[config.mk]
export PLATFORM = sky130hd
export DESIGN_NAME = kernel_scale_arbiter_flat
export DESIGN_NICKNAME = d
export VERILOG_FILES = /design/src/rtl/kernel_scale_arbiter_if.sv /design/src/rtl/kernel_scale_arbiter.sv /design/src/flat_wrapper.sv
export SDC_FILE = /design/constraint.sdc
export NUM_CORES = 1
export LEC_CHECK = 0
export CAP_MARGIN = 20
export CORE_ASPECT_RATIO = 0.7
export CORE_MARGIN = 8
export CORE_UTILIZATION = 40
export DETAILED_ROUTE_END_ITERATION = 7
export DONT_BUFFER_PORTS = 1
export SETUP_SLACK_MARGIN = 0.1
export SKIP_LAST_GASP = 1
export SLEW_MARGIN = 0
export SYNTH_ARGS = -nofsm -noshare
export SYNTH_HDL_FRONTEND = slang
export SYNTH_SLANG_ARGS = --single-unit
[constraint.sdc]
create_clock -name clock -period 4.9 [get_ports clock]
set_input_delay 0.245 -clock clock [delete_from_list [all_inputs] [get_ports clock]]
set_output_delay 0.245 -clock clock [all_outputs]
set_load 0.01 [all_outputs]
[src/rtl/kernel_scale_arbiter_if.sv]
// rtl/kernel_scale_arbiter_if.sv - request, config, scaler and result signals of kernel_scale_arbiter
`ifndef BIT_DATA
`define BIT_DATA 8
`endif

interface kernel_scale_arbiter_if #(
  parameter int N_REQ  = 4,
  parameter int BIT_IN = 16,
  parameter int BIT_SH = $clog2(BIT_IN - `BIT_DATA),
  parameter int TAG_W  = $clog2(N_REQ)
);
  logic [N_REQ-1:0]        req_valid;
  logic [N_REQ*BIT_IN-1:0] req_x;
  logic [N_REQ-1:0]        req_ready;
  logic                    cfg_we;
  logic [TAG_W-1:0]        cfg_idx;
  logic [BIT_SH-1:0]       cfg_scale;
  logic [BIT_IN-1:0]       sc_x;
  logic [BIT_SH-1:0]       sc_scale;
  logic [`BIT_DATA-1:0]    sc_y;
  logic                    out_valid;
  logic [`BIT_DATA-1:0]    out_y;
  logic [TAG_W-1:0]        out_tag;
  logic                    out_ready;
  logic                    busy;

  // Environment side: requesters, config master, external scaler, downstream consumer.
  modport master (
    output req_valid, req_x, cfg_we, cfg_idx, cfg_scale, sc_y, out_ready,
    input  req_ready, sc_x, sc_scale, out_valid, out_y, out_tag, busy
  );

  modport slave (
    input  req_valid, req_x, cfg_we, cfg_idx, cfg_scale, sc_y, out_ready,
    output req_ready, sc_x, sc_scale, out_valid, out_y, out_tag, busy
  );
endinterface

[src/rtl/kernel_scale_arbiter.sv]
// rtl/kernel_scale_arbiter.sv - round-robin sharing of one kernel_scale between N_REQ accumulators
// Optional round-half-up with positive saturation when KERNEL_SCALE_ROUND_EN is defined.
`ifndef BIT_DATA
`define BIT_DATA 8
`endif

module kernel_scale_arbiter #(
  parameter int N_REQ  = 4,
  parameter int BIT_IN = 16,
  parameter int BIT_SH = $clog2(BIT_IN - `BIT_DATA),
  parameter int TAG_W  = $clog2(N_REQ)
) (
  input  logic                  clock,
  input  logic                  reset,
  kernel_scale_arbiter_if.slave bus
);
  typedef enum logic [1:0] {IDLE, SCALE, LOAD, OUT} state_t;
  state_t state, state_nx;

  logic [BIT_SH-1:0]    scale_tbl [N_REQ];
  logic [BIT_IN-1:0]    xs [N_REQ];
  logic [TAG_W-1:0]     ptr, tag, win;
  logic                 found, accept;
  int                   cand;
  logic [N_REQ-1:0]     grant;
  logic [BIT_IN-1:0]    x_sel, operand;
  logic [BIT_SH-1:0]    scale_sel;
  logic [BIT_IN-1:0]    sc_x_r;
  logic [BIT_SH-1:0]    sc_scale_r;
  logic                 out_valid_r;
  logic [`BIT_DATA-1:0] out_y_r;
  logic [TAG_W-1:0]     out_tag_r;

  always_comb begin
    for (int i = 0; i < N_REQ; i++) xs[i] = bus.req_x[i*BIT_IN +: BIT_IN];
  end

  // Search starts one past the last winner, so the previous owner gets lowest priority.
  always_comb begin
    found = 1'b0;
    win   = '0;
    cand  = 0;
    for (int k = 1; k <= N_REQ; k++) begin
      cand = (int'(ptr) + k) % N_REQ;
      if (!found && bus.req_valid[TAG_W'(cand)]) begin
        found = 1'b1;
        win   = TAG_W'(cand);
      end
    end
    grant = '0;
    if (state == IDLE && found) grant[win] = 1'b1;
    accept    = |(grant & bus.req_valid);
    x_sel     = xs[win];
    scale_sel = scale_tbl[win];
  end

`ifdef KERNEL_SCALE_ROUND_EN
  localparam logic signed [BIT_IN:0] MAX_POS = (BIT_IN+1)'(2**(BIT_IN-1) - 1);
  logic [BIT_IN:0]        rinc;
  logic signed [BIT_IN:0] rsum;

  always_comb begin
    rinc = '0;
    if (scale_sel != '0) rinc = (BIT_IN+1)'(1) << (scale_sel - 1'b1);
    rsum    = $signed({x_sel[BIT_IN-1], x_sel}) + $signed(rinc);
    operand = (rsum > MAX_POS) ? MAX_POS[BIT_IN-1:0] : rsum[BIT_IN-1:0];
  end
`else
  always_comb begin
    operand = x_sel;
  end
`endif

  always_ff @(posedge clock or negedge reset) begin
    if (!reset) state <= IDLE;
    else        state <= state_nx;
  end

  always_comb begin
    state_nx = state;
    case (state)
      IDLE:    if (accept) state_nx = SCALE;
      SCALE:   state_nx = LOAD;
      LOAD:    state_nx = OUT;
      OUT:     if (out_valid_r && bus.out_ready) state_nx = IDLE;
      default: state_nx = IDLE;
    endcase
  end

  // Table lookup happens before this edge's write lands, so a same-edge write only affects later operands.
  always_ff @(posedge clock or negedge reset) begin
    if (!reset) begin
      for (int i = 0; i < N_REQ; i++) scale_tbl[i] <= '0;
      ptr         <= TAG_W'(N_REQ - 1);
      tag         <= '0;
      sc_x_r      <= '0;
      sc_scale_r  <= '0;
      out_valid_r <= 1'b0;
      out_y_r     <= '0;
      out_tag_r   <= '0;
    end else begin
      if (bus.cfg_we) scale_tbl[bus.cfg_idx] <= bus.cfg_scale;
      if (accept) begin
        sc_x_r     <= operand;
        sc_scale_r <= scale_sel;
        tag        <= win;
        ptr        <= win;
      end
      if (state == LOAD) begin
        out_y_r     <= bus.sc_y;
        out_tag_r   <= tag;
        out_valid_r <= 1'b1;
      end else if (state == OUT && out_valid_r && bus.out_ready) begin
        out_valid_r <= 1'b0;
      end
    end
  end

  assign bus.req_ready = grant;
  assign bus.sc_x      = sc_x_r;
  assign bus.sc_scale  = sc_scale_r;
  assign bus.out_valid = out_valid_r;
  assign bus.out_y     = out_y_r;
  assign bus.out_tag   = out_tag_r;
  assign bus.busy      = (state != IDLE);
endmodule

[src/flat_wrapper.sv]
// flat-port wrapper written by rule: the top's interface ports become plain ports
module kernel_scale_arbiter_flat 
#(
  parameter int N_REQ  = 4,
  parameter int BIT_IN = 16,
  parameter int BIT_SH = $clog2(BIT_IN - `BIT_DATA),
  parameter int TAG_W  = $clog2(N_REQ)
)
  (clock, reset, bus_req_valid, bus_req_x, bus_cfg_we, bus_cfg_idx, bus_cfg_scale, bus_sc_y, bus_out_ready, bus_req_ready, bus_sc_x, bus_sc_scale, bus_out_valid, bus_out_y, bus_out_tag, bus_busy);
  kernel_scale_arbiter_if #(.N_REQ(N_REQ), .BIT_IN(BIT_IN), .BIT_SH(BIT_SH), .TAG_W(TAG_W)) bus_i ();
  input  logic clock;
  input  logic reset;
  input wire logic [$bits(bus_i.req_valid)-1:0] bus_req_valid;
  input wire logic [$bits(bus_i.req_x)-1:0] bus_req_x;
  input wire logic [$bits(bus_i.cfg_we)-1:0] bus_cfg_we;
  input wire logic [$bits(bus_i.cfg_idx)-1:0] bus_cfg_idx;
  input wire logic [$bits(bus_i.cfg_scale)-1:0] bus_cfg_scale;
  input wire logic [$bits(bus_i.sc_y)-1:0] bus_sc_y;
  input wire logic [$bits(bus_i.out_ready)-1:0] bus_out_ready;
  output wire logic [$bits(bus_i.req_ready)-1:0] bus_req_ready;
  output wire logic [$bits(bus_i.sc_x)-1:0] bus_sc_x;
  output wire logic [$bits(bus_i.sc_scale)-1:0] bus_sc_scale;
  output wire logic [$bits(bus_i.out_valid)-1:0] bus_out_valid;
  output wire logic [$bits(bus_i.out_y)-1:0] bus_out_y;
  output wire logic [$bits(bus_i.out_tag)-1:0] bus_out_tag;
  output wire logic [$bits(bus_i.busy)-1:0] bus_busy;
  assign bus_i.req_valid = bus_req_valid;
  assign bus_i.req_x = bus_req_x;
  assign bus_i.cfg_we = bus_cfg_we;
  assign bus_i.cfg_idx = bus_cfg_idx;
  assign bus_i.cfg_scale = bus_cfg_scale;
  assign bus_i.sc_y = bus_sc_y;
  assign bus_i.out_ready = bus_out_ready;
  assign bus_req_ready = bus_i.req_ready;
  assign bus_sc_x = bus_i.sc_x;
  assign bus_sc_scale = bus_i.sc_scale;
  assign bus_out_valid = bus_i.out_valid;
  assign bus_out_y = bus_i.out_y;
  assign bus_out_tag = bus_i.out_tag;
  assign bus_busy = bus_i.busy;
  kernel_scale_arbiter #(.N_REQ(N_REQ), .BIT_IN(BIT_IN), .BIT_SH(BIT_SH), .TAG_W(TAG_W)) u_core (.clock(clock), .reset(reset), .bus(bus_i));
endmodule
==> results.sh, run 1 <==
export IMPL_cts_setup_buffers=0
export IMPL_numCtsBuffers=5
export IMPL_p_seq_share_pct=43.7
export IMPL_num_vias=1863
export IMPL_via_per_inst=5.768
export IMPL_slew_limit_headroom_pct=30.45
export IMPL_ios=120
export IMPL_ys_ff_latch=48
export IMPL_timing_final_crit_share_pct=66.50
export IMPL_overflow=0
export IMPL_final_nets=333
export IMPL_rows=24
export IMPL_setup_slack_ns=1.641
export IMPL_p_switching_mw=0.7055
export IMPL_firstDrtPassIters=5
export IMPL_stdcell_area_mm2=0.002801
export IMPL_cp_slowest_cell="or4b_1"
export IMPL_final_common_cell="dfrtp_1"
export IMPL_insertion_delay_ns=0.30
export IMPL_yosysWarnings=0
export IMPL_cp_start_kind="flop"
export IMPL_skew_ns=0.005440
export IMPL_slowest_delay_ns=0.96
export IMPL_cts_clk_slew_worst_paths_ns=0.09
export IMPL_ir_worst_vdd_mv=0.1813
export IMPL_die_area_mm2=0.009343
export IMPL_clock_sinks=48
export IMPL_post_dp_hpwl_um=5158
export IMPL_status="finished, final reports clean"
export IMPL_die_h_um=83.31
export IMPL_layout_common_cells="dfrtp_1, and3_1, a211oi_1"
export IMPL_grt_pass1_vias=1999
export IMPL_clock_fmax_mhz=306.9
export IMPL_finalPower_mw=1.750
export IMPL_worstMarginPinSlew_ns=1.043
export IMPL_grt_pass1_wl_um=11560
export IMPL_synthFlopType="dfrtp_1"
export IMPL_cts_resized=0
export IMPL_cp_cell_sequence="inv_1 -> ha_1 -> inv_1 -> nor2_4 -> or4b_1 -> nor2_1"
export IMPL_synth_area_mm2=0.002589
export IMPL_power_density_mw_per_mm2=624.6
export IMPL_cts_tree="built"
export IMPL_dpl_instance_area_mm2=0.002638
export IMPL_die_w_um=112.2
export IMPL_p_int_mw=1.044
export IMPL_switching_share_pct=40.32
export IMPL_gp_congestion=0.7273
export IMPL_end_kind="output pin"
export IMPL_globalRouteTotalUtil_pct=15.47
export IMPL_crit_top_cell="inv_1"
export IMPL_syn_avg_cell_area_um2=10.27
export IMPL_crit_type="reg2out"
export IMPL_cts_root_buf="clkbuf_8"
export IMPL_wl_um=7145
export IMPL_min_path_type="in2reg"
export IMPL_routedWlPerCell_um=22.12
export IMPL_n_antenna_cell=0
export IMPL_start_util_pct=41.45
export IMPL_drive_gt1_share_pct=20.82
export IMPL_grt_max_degree=49
export IMPL_ant_nets=0
export IMPL_htreeDepth=2
export IMPL_drc=0
export IMPL_ys_seq_area_share_pct=46.50
export IMPL_preCtsSetupSlack_ns=1.907
export IMPL_required_ns=4.66
export IMPL_synth_cell_type_count=34
export IMPL_reg2reg_depth=7
export IMPL_cts_path_max_buffers=2
export IMPL_synth_cells=252
export IMPL_rsz0062_at_grt="no"
export IMPL_areaGrowthSynthToFinish_pct=8.217
export IMPL_hold_viol_final=0
export IMPL_clock_power_share_pct=17.9
export IMPL_drv_cap=0
export IMPL_holdPathStages=1
export IMPL_numPortBuffers=0
export IMPL_antenna_found_initial=0
export IMPL_crit_fanout=27
export IMPL_async_flop_share_pct=100.0
export IMPL_drt_iter0_drc=74
export IMPL_tns_ns=0
export IMPL_leakage_nw=1.154
export IMPL_synth_edf_count=0
export IMPL_finalSetupViolCount=0
export IMPL_synth_nets=341
export IMPL_slew_viol_final=0
export IMPL_fin_crit_ns=3.259
export IMPL_final_util_pct=44.85
export IMPL_core_area_mm2=0.006246
export IMPL_critPathArrivalTime_ns=3.01
export IMPL_power_frac_comb_pct=38.4
## flip-flops by register name, summed over array words and instances (netlist names)
register / flops
u_core.bus.out_tag: 2
u_core.bus.out_valid: 1
u_core.bus.out_y: 8
u_core.bus.sc_scale: 3
u_core.bus.sc_x: 16
u_core.ptr: 2
u_core.scale_tbl: 12
u_core.state: 2
u_core.tag: 2
## critical path: cells and delay by family (launching register included)
kind                     cells  cell delay [ns]
buffers and inverters        2             0.23
flip-flops                   1             0.39
adder cells (fa/ha/maj)      1             0.18
AND/OR/NAND/NOR              3             1.91
## through the flow
stage | instances | hold WS, ns
after global routing | 323 | 0.07046
after CTS | 323 | 0.08101
after floorplan | 252 | -0.05059
after detailed placement | 313 | -0.04917
after global placement | 313 | -0.04917
final | 323 | 0.09103
## power by group through the flow
stage	registers [mW]	logic, mW	clock network, mW
after global routing	0.792	0.770	0.337
final	0.765	0.671	0.314
after floorplan	0.725	0.566	0
after CTS	0.772	0.683	0.322
after global placement	0.776	0.658	0
after detailed placement	0.780	0.671	0
## final timing paths
kind,startpoint,end,slack [ns]
setup / recovery,u_core.state[0],bus_req_ready[2],1.64
hold / removal,bus_sc_y[7],u_core.bus.out_y[7],0.09
setup reg to reg,u_core.state[0],u_core.bus.sc_x[15],2.00
hold reg to reg,u_core.scale_tbl[9],u_core.scale_tbl[9],0.50
max in group asynchronous,reset,u_core.ptr[0],4.16
min in group asynchronous,reset,u_core.bus.sc_x[0],0.47
## layout make-up
type,count,area (µm²)
fill,621,3445
sequential,48,1204
clock buffer,7,96.34
timing repair buffer,5,60.06
clock inverter,1,30.03
inverter,5,18.77
tap,78,97.59
multi-input combinational,179,1295
## metal layers
metal	vias up	track usage (%)	routed length (µm)
met5	-	0	0
met2	47	25.45	3420
li1	904	-	-
met3	5	6.864	644
met4	0	3.659	44
met1	907	18.13	3036
## timing repair
| action | 4_1_cts | 5_1_grt |
|---|---|---|
| hold endpoints to repair | 48 | 0 |
| endpoints found under the setup margin | 0 | 0 |
| hold buffers | 2 | 0 |
## synthesized netlist by cell type (2+ instances only)
| library cell | instances | share of area (%) |
|---|---|---|
| a211oi_1 | 28 | 8.1 |
| a211oi_2 | 10 | 4.8 |
| a21oi_1 | 4 | 0.77 |
| and3_1 | 38 | 9.2 |
| buf_2 | 3 | 0.58 |
| buf_6 | 2 | 0.87 |
| clkbuf_1 | 13 | 1.9 |
| dfrtp_1 | 46 | 44 |
| dfstp_2 | 2 | 2.0 |
| ha_1 | 4 | 1.9 |
| inv_1 | 5 | 0.73 |
| mux2_2 | 22 | 9.6 |
| nand2_1 | 4 | 0.58 |
| nand2b_1 | 2 | 0.48 |
| nand3b_1 | 2 | 0.58 |
| nor2_1 | 26 | 3.8 |
| nor3_1 | 19 | 3.7 |
| o21ai_0 | 6 | 1.2 |
## cells by family (layout without fill, tap and decap cells)
kind of cell / Yosys count / after routing / synth area share (%)
AND/OR/NAND/NOR: 98 / 98 / 20.54
AO/OA/AOI/OAI: 54 / 54 / 16.68
buffers and inverters: 25 / 18 / 4.398
multiplexers: 23 / 23 / 9.957
adder cells (fa/ha/maj): 4 / 4 / 1.933
flip-flops: 48 / 48 / 46.50
Note: power is estimated with default switching activity, not from simulation.
==> run 2, diff against run 1 <==
--- a/config.mk
+++ b/config.mk
@@ -5,6 +5,7 @@
 export SDC_FILE = /design/constraint.sdc
 export NUM_CORES = 1
 export LEC_CHECK = 0
+export ABC_AREA = 1
 export CAP_MARGIN = 20
 export CORE_ASPECT_RATIO = 0.7
 export CORE_MARGIN = 8
==> constraint.sdc (replaced) <==
create_clock -name clock -period 2.71 [get_ports clock]
set_input_delay 0.1355 -clock clock [delete_from_list [all_inputs] [get_ports clock]]
set_output_delay 0.1355 -clock clock [all_outputs]
set_load 0.01 [all_outputs]
==> run 2 against run 1 <==
Against the previous run: final cell count rose by 73%; register-to-register slack got worse by 1.7 ns; first-iteration DRC count up 76%; design area up 21%; clock-buffer cell count is 2 lower; sequential share of layout area is 7.6 points lower; non-clock buffer count up 21.
==> results.sh, run 2 <==
export IMPL_status="finished, final reports clean"
export IMPL_die_area_mm2=0.01071
export IMPL_layout_common_cells="nand2_1, dfrtp_1, nand4_1"
export IMPL_final_util_pct=46.24
export IMPL_synth_cells=454
export IMPL_n_antenna_cell=0
export IMPL_yosysWarnings=0
export IMPL_finalSetupViolCount=0
export IMPL_nFillCells=798
export IMPL_die_w_um=120.3
export IMPL_leakage_nw=1.885
export IMPL_core_area_mm2=0.007352
export IMPL_ys_top_cells_by_count="nand2_1, dfrtp_1, nand4_1, o21ai_0, inv_1"
export IMPL_worstMarginPinSlew_ns=0.7402
export IMPL_drt_iter0_drc=130
export IMPL_crit_fanout=22
export IMPL_via_per_inst=5.252
export IMPL_async_flop_share_pct=100.0
export IMPL_largest_reg_flops=16
export IMPL_rsz0062_at_grt="yes"
export IMPL_drive_gt1_share_pct=10.39
export IMPL_ios=120
export IMPL_cts_path_max_buffers=2
export IMPL_min_path_type="in2reg"
export IMPL_drv_cap=0
export IMPL_cts_clk_slew_worst_paths_ns=0.10
export IMPL_dp_cells=535
export IMPL_slew_limit_headroom_pct=50.60
export IMPL_wl_um=9586
export IMPL_numPortBuffers=0
export IMPL_skew_ns=0.008435
export IMPL_final_common_cell="nand2_1"
export IMPL_cts_root_buf="clkbuf_8"
export IMPL_ir_worst_vdd_mv=0.6535
export IMPL_synth_nets=543
export IMPL_numCtsBuffers=5
export IMPL_start_util_pct=41.46
export IMPL_stdcell_count=560
export IMPL_drc=0
export IMPL_grt_pass1_wl_um=15510
export IMPL_clock_fmax_mhz=400.0
export IMPL_required_ns=2.57
export IMPL_antenna_found_initial=0
export IMPL_crit_type="reg2out"
export IMPL_dpl_instance_area_mm2=0.003069
export IMPL_ys_seq_area_share_pct=39.49
export IMPL_synth_area_mm2=0.003048
export IMPL_synth_area_leader_cell="dfrtp_1"
export IMPL_clock_sinks=48
export IMPL_htreeDepth=2
export IMPL_grt_pass1_vias=2975
export IMPL_critPathArrivalTime_ns=2.36
export IMPL_firstDrtPassIters=4
export IMPL_cts_tree="built"
export IMPL_globalRouteTotalUtil_pct=18.14
export IMPL_gp_congestion=0.7900
export IMPL_ant_nets=0
export IMPL_ys_top_cells_by_area="dfrtp_1, nand2_1, nand4_1"
export IMPL_syn_avg_cell_area_um2=6.713
export IMPL_power_density_mw_per_mm2=1688
export IMPL_insertion_delay_ns=0.31
export IMPL_r2r_slack_ns=0.32
export IMPL_multi_input_area_mm2=0.001615
export IMPL_overflow=0
export IMPL_fin_crit_ns=2.500
export IMPL_hold_viol_final=0
export IMPL_routedWlPerCell_um=17.12
export IMPL_synth_cell_type_count=24
export IMPL_areaGrowthSynthToFinish_pct=11.54
export IMPL_finalPower_mw=5.740
export IMPL_regArea_mm2=0.001204
export IMPL_cp_start_kind="flop"
export IMPL_num_vias=2941
export IMPL_slew_viol_final=0
export IMPL_rows=26
export IMPL_synth_edf_count=0
export IMPL_end_kind="output pin"
export IMPL_yosysTopAreaCellShare_pct=37.77
export IMPL_stdcell_area_mm2=0.003400
export IMPL_timing_final_crit_share_pct=92.25
export IMPL_final_nets=550
export IMPL_grt_max_degree=49
export IMPL_ys_ff_latch=48
export IMPL_synthFlopType="dfrtp_1"
export IMPL_post_dp_hpwl_um=6847
export IMPL_yosysMostFrequentCell="nand2_1"
export IMPL_die_h_um=89.04
run 2: changes by cell type after synthesis, sizes merged, moves of 13 or more:
| cell | delta |
|---|---|
| and3 | -38 |
| mux2 | -22 |
| inv | +14 |
| o21ai | +13 |
| buf | +16 |
| nor2 | -25 |
| a211oi | -38 |
| nand4 | +38 |
| nor3 | -14 |
| nand2 | +275 |
run 2: worst paths after layout:
path                                  start                     to  cells past startpoint
hold reg to reg               u_core.tag[0]  u_core.bus.out_tag[0]                      2
setup / recovery              u_core.ptr[0]       bus_req_ready[1]                     12
min in group asynchronous             reset    u_core.bus.out_y[4]                      2
hold / removal             bus_cfg_scale[0]    u_core.scale_tbl[3]                      2
max in group asynchronous             reset          u_core.ptr[0]                      2
setup reg to reg              u_core.ptr[0]          u_core.ptr[0]                     12
run 2: critical path: stages (launching register included):
cell      delay [ns]
dfstp_2         0.57
clkbuf_2        0.16
nand2_1         0.06
nand2_1         0.08
nand2_1         0.10
nand2_2         0.12
inv_2           0.07
nand3_1         0.10
nand3_2         0.13
nor2_4          0.24
inv_6           0.12
nor3_1          0.15
buf_4           0.15
run 2: cell families (layout without fill, tap and decap cells):
logic type / count (synthesis) / count (layout) / synth area share [%]
adder cells (fa/ha/maj): 4 / 4 / 1.642
flip-flops: 48 / 48 / 39.49
buffers and inverters: 46 / 53 / 8.621
AND/OR/NAND/NOR: 337 / 338 / 47.00
AO/OA/AOI/OAI: 19 / 19 / 3.243
run 2: through the flow:
stage / setup slack (ns) / hold WS (ns) / TNS [ns]
after floorplan: 0.7581 / -0.1601 / 0
after global placement: -0.05501 / -0.1586 / -0.1161
after detailed placement: -0.2225 / -0.1586 / -3.505
after CTS: 0.1169 / 0.03127 / 0
after global routing: 0.04732 / 0.05749 / 0
final: 0.2099 / 0.03296 / 0
run 2: what timing repair did:
action,CTS,global route
hold buffers,11,0
pin swaps,1,1
endpoints found under the hold margin,57,0
resized for setup,2,5
endpoints found under the setup margin,25,5
buffers inserted,2,3
gates cloned,1,0
run 2: final cells by class:
class | instances | share of cell area (%)
sequential | 48 | 35.41
clock inverter | 3 | 1.399
timing repair buffer | 26 | 7.729
tap | 98 | 3.607
clock buffer | 5 | 2.024
inverter | 19 | 2.319
multi-input combinational | 361 | 47.52
run 2: routing by layer:
metal  global-route usage, %  share of wire, %  vias up
li1                        -                 -     1456
met1                   21.96                43     1350
met2                   30.64                45      125
met3                   6.562                11       10
met4                   3.837               1.1        0
met5                       0                 0        -
run 2: report_power, final:
group	internal (mW)	switching, mW	total, mW	leakage [nW]
Clock	0.278	0.267	0.545	0.0583
Sequential	1.02	0.300	1.32	0.596
Combinational	1.27	2.61	3.87	1.23
==> run 3, diff against run 2 <==
--- a/config.mk
+++ b/config.mk
@@ -7,11 +7,14 @@
 export LEC_CHECK = 0
 export ABC_AREA = 1
 export CAP_MARGIN = 20
+export CELL_PAD_IN_SITES_DETAIL_PLACEMENT = 1
+export CELL_PAD_IN_SITES_GLOBAL_PLACEMENT = 2
 export CORE_ASPECT_RATIO = 0.7
 export CORE_MARGIN = 8
-export CORE_UTILIZATION = 40
+export CORE_UTILIZATION = 29
 export DETAILED_ROUTE_END_ITERATION = 7
 export DONT_BUFFER_PORTS = 1
+export PLACE_DENSITY_LB_ADDON = 0.1
 export SETUP_SLACK_MARGIN = 0.1
 export SKIP_LAST_GASP = 1
 export SLEW_MARGIN = 0
==> run 3 against run 2 <==
Against the previous run: combinational power barely moved; clock power rose by 21%; critical endpoint is now bus_req_ready[0]; largest cell class unchanged; critical path type unchanged; critical path depth fell by 3; clock-buffer cell count rose by 1; via count fell by 2.6%; sequential power barely moved; wire length rose by 13%; power rose by 1.8%; largest power group unchanged; register-to-register slack improved by 0.08 ns; flip-flop and latch count did not move; highest routed layer unchanged.
==> results.sh, run 3 (synthesis results as in run 2) <==
export IMPL_overflow=0
export IMPL_drv_cap=0
export IMPL_end_kind="output pin"
export IMPL_post_dp_hpwl_um=8081
export IMPL_final_util_pct=33.77
export IMPL_insertion_delay_ns=0.30
export IMPL_finalSetupViolCount=0
export IMPL_rsz0062_at_grt="no"
export IMPL_slowest_delay_ns=0.61
export IMPL_via_per_inst=4.822
export IMPL_power_density_mw_per_mm2=1684
export IMPL_final_common_cell="nand2_1"
export IMPL_regArea_mm2=0.001204
export IMPL_status="finished, final reports clean"
export IMPL_firstDrtPassIters=4
export IMPL_skew_ns=0.01277
export IMPL_die_h_um=101.8
export IMPL_min_path_type="in2reg"
export IMPL_setup_slack_ns=0.2647
export IMPL_numPortBuffers=0
export IMPL_grt_pass1_wl_um=17540
export IMPL_routedWlPerCell_um=18.23
export IMPL_core_area_mm2=0.01028
export IMPL_num_vias=2864
export IMPL_slew_limit_headroom_pct=50.65
export IMPL_areaGrowthSynthToFinish_pct=13.88
export IMPL_crit_type="reg2out"
export IMPL_layout_common_cells="nand2_1, dfrtp_1, nand4_1"
export IMPL_die_w_um=138.5
export IMPL_wl_met1_um=4904
export IMPL_ant_nets=0
export IMPL_dpl_instance_area_mm2=0.003142
export IMPL_drc=0
export IMPL_globalRouteTotalUtil_pct=15.79
export IMPL_grt_max_degree=49
export IMPL_hold_viol_final=0
export IMPL_timing_final_crit_share_pct=90.23
export IMPL_gp_congestion=0.7514
export IMPL_cts_root_buf="clkbuf_16"
export IMPL_tns_ns=0
export IMPL_antenna_found_initial=0
export IMPL_preCtsSetupSlack_ns=0.4411
export IMPL_ios=120
export IMPL_htreeDepth=2
export IMPL_fin_crit_ns=2.445
export IMPL_cp_slowest_cell="dfstp_2"
export IMPL_numCtsBuffers=5
export IMPL_clock_sinks=48
export IMPL_drive_gt1_share_pct=10.61
export IMPL_cts_tree="built"
export IMPL_die_area_mm2=0.01410
export IMPL_crit_family="simple AND/OR/NAND/NOR gates"
export IMPL_leakage_nw=1.890
export IMPL_dr_wl_met3_um=879
export IMPL_top_layer="met4"
export IMPL_cp_cell_sequence="inv_4 -> nand2_2 -> nand2_1 -> o21ai_1 -> nand3_4 -> nand3_2 -> inv_2 -> nor3_1 -> buf_4"
export IMPL_worstMarginPinSlew_ns=0.7394
export IMPL_clock_fmax_mhz=408.9
export IMPL_final_nets=550
export IMPL_cp_start_kind="flop"
export IMPL_grt_pass1_vias=3133
export IMPL_start_util_pct=29.65
export IMPL_rows=31
export IMPL_multi_input_area_mm2=0.001608
export IMPL_cts_path_max_buffers=2
export IMPL_wl_met2_um=4841
export IMPL_required_ns=2.57
export IMPL_cts_clk_slew_worst_paths_ns=0.07
export IMPL_wl_um=10830
export IMPL_slew_viol_final=0
export IMPL_drt_iter0_drc=114
export IMPL_nFillCells=1297
export IMPL_crit_fanout=9
export IMPL_worst_path_buf_inv=3
export IMPL_largest_reg_flops=16
export IMPL_ir_worst_vdd_mv=0.6774
export IMPL_n_antenna_cell=0
export IMPL_stdcell_area_mm2=0.003471
export IMPL_critPathArrivalTime_ns=2.31
## run 3: cell count changes in the layout (fill, tap and decap cells not counted), sizes merged
| cell | before | now |
|---|---|---|
| clkinv | 2 | 0 |
| buf | 15 | 17 |
| nor2 | 3 | 2 |
| bufinv | 1 | 0 |
| clkinvlp | 0 | 2 |
## run 3: layout make-up
| type | count | share of cell area (%) |
|---|---|---|
| Multi-Input combinational cell | 360 | 46.32 |
| Sequential cell | 48 | 34.68 |
| Timing Repair Buffer | 27 | 7.606 |
| Tap cell | 132 | 4.758 |
| Clock buffer | 6 | 4.001 |
| Inverter | 19 | 2.199 |
| Clock inverter | 2 | 0.4326 |
## run 3: through the flow
step | hold WS, ns | total power [mW] | cells
finish | 0.05086 | 5.845 | 594
detailed placement | -0.1579 | 5.143 | 573
global placement | -0.1582 | 5.107 | 573
floorplan | -0.1601 | 4.314 | 454
CTS | 0.05585 | 5.867 | 592
global route | 0.06685 | 6.626 | 594
## run 3: layer usage
metal	track usage (%)	vias to the layer above
li1	-	1453
met1	20.06	1328
met2	24.19	70
met3	5.902	13
met4	5.408	0
met5	0	-
## run 3: worst reg2reg max path, cell delays in order (launching register included)
cell	delay (ns)
dfstp_2	0.59
inv_2	0.11
nand2_1	0.08
nand2_1	0.07
nand2_1	0.11
nand2_2	0.10
inv_2	0.09
nand2_1	0.07
nand2_2	0.11
nand3_2	0.20
buf_12	0.24
nand2_1	0.09
nand2_1	0.07
nand2_1	0.06
nand2_1	0.05
nand2_1	0.07
nand2_1	0.06
## run 3: path summary, 6_finish.rpt
path / cells after the start / slack, ns / from / endpoint
min reg2reg: 2 / 0.48 / u_core.tag[1] / u_core.bus.out_tag[1]
max in group asynchronous: 2 / 2.08 / reset / u_core.ptr[0]
min: 2 / 0.05 / bus_cfg_scale[2] / u_core.scale_tbl[8]
max reg2reg: 16 / 0.40 / u_core.ptr[1] / u_core.bus.sc_x[10]
min in group asynchronous: 2 / 0.33 / reset / u_core.scale_tbl[11]
max: 9 / 0.26 / u_core.ptr[0] / bus_req_ready[0]
## run 3: what timing repair did
action,in CTS,in global routing
setup buffers,0,2
hold buffers,11,0
hold endpoints to repair,57,0
endpoints found under the setup margin,0,4
resized for setup,0,8
## run 3: where the power goes
group	internal (mW)	switching [mW]
Sequential	1.02	0.320
Clock	0.368	0.294
Combinational	1.25	2.59
